[config.mk]
export PLATFORM = sky130hd
export DESIGN_NAME = issue_scheduler
export DESIGN_NICKNAME = d
export VERILOG_FILES = /design/src/rtl/issue_scheduler.sv
export SDC_FILE = /design/constraint.sdc
export NUM_CORES = 2
export LEC_CHECK = 0
export ABC_CLOCK_PERIOD_IN_PS = 3200
export CORE_MARGIN = 10
export CORE_UTILIZATION = 45
export CTS_BUF_LIST = sky130_fd_sc_hd__clkbuf_16
export DETAILED_ROUTE_END_ITERATION = 8
export GPL_ROUTABILITY_DRIVEN = 0
export GPL_TIMING_DRIVEN = 0
export MAX_ROUTING_LAYER = met4
export PLACE_DENSITY = 0.66
export SYNTH_ARGS = -nofsm -noshare
export SYNTH_HDL_FRONTEND = slang
export SYNTH_SLANG_ARGS = --single-unit
[constraint.sdc]
create_clock -name clk -period 3.2 [get_ports clk]
set_input_delay 0.64 -clock clk [delete_from_list [all_inputs] [get_ports clk]]
set_output_delay 0.64 -clock clk [all_outputs]
set_load 0.005 [all_outputs]
[src/rtl/issue_scheduler.sv]
// issue_scheduler -- collapsing out-of-order issue queue with wakeup/select.
//
// Entry 0 always holds the oldest instruction and valid entries are
// contiguous from index 0. Each cycle the lowest-index entry whose source
// operands are both ready is selected. It is presented on sched_pkt with
// fire_valid one posedge later and removed on that same edge, and entries
// above it slide down by one index. A dispatch accepted in the same cycle is
// written at the post-collapse tail.
//
// Optional build macro:
//   SCHED_SAME_CYCLE_WAKEUP_EN  defined   -> a wakeup broadcast in cycle N makes
//                                            the woken entry selectable in cycle N.
//                               undefined -> wakeup only updates ready bits; the
//                                            entry is selectable from cycle N+1.
//
// Ports:
//   clk, rst                   clock, synchronous active-high reset
//   disp_valid/disp_pkt        dispatch request and instruction packet
//   disp_src1_rdy/src2_rdy     source operands already produced at dispatch
//   disp_ready                 queue has room (occupancy < DEPTH)
//   wb_valid/wb_preg           writeback wakeup broadcast
//   flush                      drop every queued entry and any in-flight issue
//   fire_valid/sched_pkt       registered select result to register read
//   occupancy                  number of valid entries

package issue_scheduler_pkg;
    localparam int SCHED_PREG_W = 6;

    typedef struct packed {
        logic [SCHED_PREG_W-1:0] dst_preg;
        logic [SCHED_PREG_W-1:0] src1_preg;
        logic [SCHED_PREG_W-1:0] src2_preg;
        logic [31:0]             imm_val;
        logic [31:0]             pc;
        logic                    instr_valid;
    } disp_packet_t;
endpackage

module issue_scheduler
    import issue_scheduler_pkg::*;
#(
    parameter int DEPTH  = 8,
    // Must match the preg width carried in disp_packet_t.
    parameter int PREG_W = SCHED_PREG_W,
    localparam int OCC_W = $clog2(DEPTH + 1),
    localparam int IDX_W = (DEPTH > 1) ? $clog2(DEPTH) : 1
) (
    input  logic              clk,
    input  logic              rst,
    input  logic              disp_valid,
    input  disp_packet_t      disp_pkt,
    input  logic              disp_src1_rdy,
    input  logic              disp_src2_rdy,
    output logic              disp_ready,
    input  logic              wb_valid,
    input  logic [PREG_W-1:0] wb_preg,
    input  logic              flush,
    output logic              fire_valid,
    output disp_packet_t      sched_pkt,
    output logic [OCC_W-1:0]  occupancy
);

    // ------------------------------------------------------------------
    // State
    // ------------------------------------------------------------------
    logic [DEPTH-1:0] valid_q, valid_d;
    logic [DEPTH-1:0] r1_q, r1_d;
    logic [DEPTH-1:0] r2_q, r2_d;
    disp_packet_t     ent_q [DEPTH];
    disp_packet_t     ent_d [DEPTH];
    logic [OCC_W-1:0] occ_q, occ_d;
    logic             fire_valid_q, fire_valid_d;
    disp_packet_t     sched_pkt_q, sched_pkt_d;

    // ------------------------------------------------------------------
    // Combinational wakeup / select / collapse / dispatch
    // ------------------------------------------------------------------
    logic [DEPTH-1:0] r1_w, r2_w, sel_rdy;
    logic [IDX_W-1:0] sel_idx;
    logic             issue;
    disp_packet_t     sel_pkt;
    logic [OCC_W-1:0] tail;
    logic             disp_acc;
    logic             disp_r1, disp_r2;

    // Extended views with an always-empty slot at DEPTH so the shift
    // source index i+1 is in range for the top entry.
    logic [DEPTH:0]   v_ext, r1_ext, r2_ext;
    disp_packet_t     e_ext [DEPTH+1];

    assign disp_ready = (occ_q < OCC_W'(DEPTH));
    assign disp_acc   = disp_valid && disp_ready;
    assign tail       = occ_q - OCC_W'(issue);
    assign disp_r1    = disp_src1_rdy || (wb_valid && (disp_pkt.src1_preg == wb_preg));
    assign disp_r2    = disp_src2_rdy || (wb_valid && (disp_pkt.src2_preg == wb_preg));

    always_comb begin
        r1_w    = '0;
        r2_w    = '0;
        sel_rdy = '0;
        for (int i = 0; i < DEPTH; i++) begin
            r1_w[i] = r1_q[i] || (wb_valid && (ent_q[i].src1_preg == wb_preg));
            r2_w[i] = r2_q[i] || (wb_valid && (ent_q[i].src2_preg == wb_preg));
`ifdef SCHED_SAME_CYCLE_WAKEUP_EN
            sel_rdy[i] = valid_q[i] && r1_w[i] && r2_w[i];
`else
            sel_rdy[i] = valid_q[i] && r1_q[i] && r2_q[i];
`endif
        end
    end

    // Priority pick: scan from the top so the lowest ready index wins.
    always_comb begin
        sel_idx = '0;
        sel_pkt = '0;
        issue   = |sel_rdy;
        for (int i = DEPTH - 1; i >= 0; i--) begin
            if (sel_rdy[i]) begin
                sel_idx = IDX_W'(i);
                sel_pkt = ent_q[i];
            end
        end
    end

    always_comb begin
        v_ext  = '0;
        r1_ext = '0;
        r2_ext = '0;
        for (int i = 0; i < DEPTH; i++) begin
            v_ext[i]  = valid_q[i];
            r1_ext[i] = r1_w[i];
            r2_ext[i] = r2_w[i];
            e_ext[i]  = ent_q[i];
        end
        e_ext[DEPTH] = '0;
    end

    always_comb begin
        valid_d      = '0;
        r1_d         = '0;
        r2_d         = '0;
        occ_d        = occ_q;
        fire_valid_d = issue;
        sched_pkt_d  = issue ? sel_pkt : sched_pkt_q;
        for (int i = 0; i < DEPTH; i++) begin
            ent_d[i] = ent_q[i];
        end

        // Collapse: everything at or above the issued slot moves down one.
        // Wakeup results are folded in so no broadcast is lost in transit.
        for (int i = 0; i < DEPTH; i++) begin
            if (issue && (IDX_W'(i) >= sel_idx)) begin
                valid_d[i] = v_ext[i+1];
                r1_d[i]    = r1_ext[i+1];
                r2_d[i]    = r2_ext[i+1];
                ent_d[i]   = e_ext[i+1];
            end else begin
                valid_d[i] = v_ext[i];
                r1_d[i]    = r1_ext[i];
                r2_d[i]    = r2_ext[i];
                ent_d[i]   = e_ext[i];
            end
        end

        // Dispatch lands at the post-collapse tail.
        if (disp_acc) begin
            for (int i = 0; i < DEPTH; i++) begin
                if (OCC_W'(i) == tail) begin
                    valid_d[i] = 1'b1;
                    r1_d[i]    = disp_r1;
                    r2_d[i]    = disp_r2;
                    ent_d[i]   = disp_pkt;
                end
            end
        end

        occ_d = occ_q + OCC_W'(disp_acc) - OCC_W'(issue);

        // Flush drops the queue, the dispatch and the issue of this cycle;
        // sched_pkt keeps its last value.
        if (flush) begin
            valid_d      = '0;
            r1_d         = '0;
            r2_d         = '0;
            occ_d        = '0;
            fire_valid_d = 1'b0;
            sched_pkt_d  = sched_pkt_q;
        end
    end

    // ------------------------------------------------------------------
    // Registers
    // ------------------------------------------------------------------
    always_ff @(posedge clk) begin
        if (rst) begin
            valid_q      <= '0;
            r1_q         <= '0;
            r2_q         <= '0;
            occ_q        <= '0;
            fire_valid_q <= 1'b0;
            sched_pkt_q  <= '0;
        end else begin
            valid_q      <= valid_d;
            r1_q         <= r1_d;
            r2_q         <= r2_d;
            occ_q        <= occ_d;
            fire_valid_q <= fire_valid_d;
            sched_pkt_q  <= sched_pkt_d;
        end
    end

    // Payload needs no reset: it is only observed behind valid_q.
    always_ff @(posedge clk) begin
        for (int i = 0; i < DEPTH; i++) begin
            ent_q[i] <= ent_d[i];
        end
    end

    assign fire_valid = fire_valid_q;
    assign sched_pkt  = sched_pkt_q;
    assign occupancy  = occ_q;

endmodule

==> metrics <==
average size of a mapped cell=7.84 um^2; Synth Area in Adders=0.00328; GRT Residual Overflow=0; PwrDens=565 nW/um^2; grt peak-use layer=met2; Synth-to-Final Area Change=17.0%; Hold Path Class=primary input to flop; drt first pass iters=8; reg-to-reg startpoint=valid_q[4]; grt met3 use=0.0792; TritonCTS clock tree=yes; Die H=305 um; DRT antenna net count=0; post-place setup slack=-2100 ps; Rows=104; Yosys reg bits=776; post-synthesis compound-gate area fraction=0.247; Int Power=17.7 mW; syn_nets=4,782; failing checks=negative setup slack; Reg2Reg Depth=6; dpl cell area=39,000 um^2; proportion of layout cells with a drive suffix above 1=0.0952; Gate power share=0.087; top cells by count, synth=1,104 x nand2_1, 776 x dfxtp_1, 533 x nor2_1; final period utilization=1.00; final core utilization=0.532; Sw Ratio=0.269; Cell variety after synth=48; Pleak=17.0 nW; startpoint types=flop; status=complete, but fails checks; CTS Buffer Depth=3; area of the multi-input gates=19,100 um^2; post-synthesis simple-gate area fraction=0.192; CP startpoint=valid_q[4]; count leader, synth=nand2_1; # IOs=185; # placed instances=5,834; mux cell area share after synthesis=0.0469; post-route setup slack=-9.30 ps; Slew Limit Headroom=0.136; CP endpoint kind=flop; global-route track usage on met1=0.395; H-Tree Depth=3; Worst-path clk slew=60 ps; XOR/XNOR share of the synthesized area=0.0270; Port-buffer cells=93; final setup vio count=3; Tmin final=3210 ps; EDFF count, synth=0; Core Box Area=80,700 um^2; first-pass GRT wire length=219,000 um; register area=15,500 um^2; Post-Layout Cell Count=6,030; vias in the first global route=34,700; via-per-instance ratio=6.19; # clock sinks=776; HPWL Detailed=104,000 um; drt wl/cell=24.4 um; cell accounting for the most synthesized area=dfxtp_1; FF-to-FF End=sched_pkt[63]; CP Max Fanout=10; Tot GR Track Use=0.308; Fin. Hold Viols=0; initial antenna violation count=10; Finished Cell Area=42,900 um^2; Final #Nets=4,994; worst setup path end=sched_pkt[63]; Clk pwr share=0.417; post-synthesis sequential area ratio=0.424; largest net degree at the start of global routing=20; Crit Path Class=flop to flop; worst skew pair latency=660 ps; main combinational cell family by area after synthesis=compound AO/OA/AOI/OAI gates; Synth area leaders=dfxtp_1 42%, nand2_1 11%, a31oi_1 7.1%; post-synthesis instance total=4,677; max-slew violations=0; flop2flop setup slack=-9 ps; final wirelength=147,000 um; Async SR Flop Fraction=0; worst-margin pin slew=1290 ps; TritonCTS buffer count=86; Layout Skew=27.1 ps; Max-Cap Viols=0; number of DRC markers in iteration 0=4,689; Synth Cell Area=36,700 um^2; via count=37,300; sequential power share=0.496; CTS Root Cell=clkbuf_16; NetSw=6.52 mW; Main synth FF type=dfxtp_1; met2 Usage GRT=0.450; arrival time at the worst endpoint=3780 ps; Fillers=7,630; cts hold-fix bufs=0; Die W=305 um; achievable frequency=0.312 GHz; Max VDD drop=0.366 mV; Synth top area share=0.424; Starting Density=0.455; CP required=3770 ps; DR DRC count=0; Warnings, synthesis=0; Die ar.=93,300 um^2
-- routing by layer --
metal  wire (um)  share of wire  vias to the layer above
li1            -              -                    17000
met1       60700           0.41                    17700
met2       62700           0.43                     2104
met3       16000           0.11                      418
met4        7940          0.054                        0
met5           0              0                        -
-- kinds of logic (layout without fill, tap and decap cells) --
logic type,after synthesis,after routing
AO/OA/AOI/OAI,1292,1292
XOR/XNOR,113,113
adder cells (fa/ha/maj),9,9
buffers and inverters,518,799
flip-flops,776,776
multiplexers,172,172
other,0,12
AND/OR/NAND/NOR,1797,1797
-- area by class of cell --
class                   instances  area share
plain buffers                 504      0.0616
repair buffers                130      0.0325
well taps                    1060      0.0309
clock inverters                69      0.0141
clock buffers                  88      0.0513
multi-input cells            3383       0.446
diodes                         12    0.000700
inverters                       8    0.000700
flip-flops and latches        776       0.362
-- critical path: stages (launching register included) --
cell,delay [ps]
dfxtp_1,380
nand3_1,360
nand2_1,1090
clkbuf_1,600
a21oi_1,80
a221o_1,390
a211oi_1,220
-- worst min-delay path by stage --
| stage | start | end | depth (start not counted) |
|---|---|---|---|
| floorplan | ent_q[0][43] | ent_q[0][43] | 2 |
| global placement | ent_q[0][21] | ent_q[0][21] | 2 |
| detailed placement | ent_q[0][77] | ent_q[0][77] | 2 |
| CTS | disp_pkt[8] | ent_q[0][174] | 3 |
| global route | disp_pkt[51] | ent_q[1][217] | 3 |
| finish | disp_pkt[28] | ent_q[0][194] | 3 |
-- power by group through the flow --
stage          clock [mW]  sequential, mW  combinational (mW)
2_1_floorplan           0            11.8                1.55
3_3_place_gp            0            12.2                1.90
3_5_place_dp            0            12.2                1.97
4_1_cts              10.1            12.0                2.05
5_1_grt              10.5            12.2                2.37
6_report             10.1            12.0                2.11
-- flip-flops by register name, indices dropped and copies added, names as in the netlist --
register and count:
r2_q 8, valid_q 8, occupancy 4, r1_q 8, fire_valid 1, sched_pkt 83, ent_q 664
-- through the flow --
step	TNS [ps]	power [mW]	hold slack (ps)
finish	-11.8	24.3	329
global route	-734	25.1	354
CTS	-86.6	24.1	319
detailed placement	-913280	14.2	463
global placement	-985880	14.1	460
floorplan	0	13.4	451
-- what timing repair did --
item / CTS / global route
gates resized for setup: 194 / 88
gates cloned: 3 / 1
pin swaps: 9 / 5
setup endpoints to repair: 736 / 705
buffers inserted: 26 / 2
-- placed cells by master (no fill, tap or decap), types with 122 or more instances in the layout --
cell / count
nor2_1: 528
dfxtp_1: 774
a31oi_1: 416
a21oi_1: 160
o21ai_0: 166
mux2i_1: 172
clkbuf_1: 216
nand2_1: 1101
clkbuf_2: 122
Note: power is estimated with default switching activity, not from simulation.
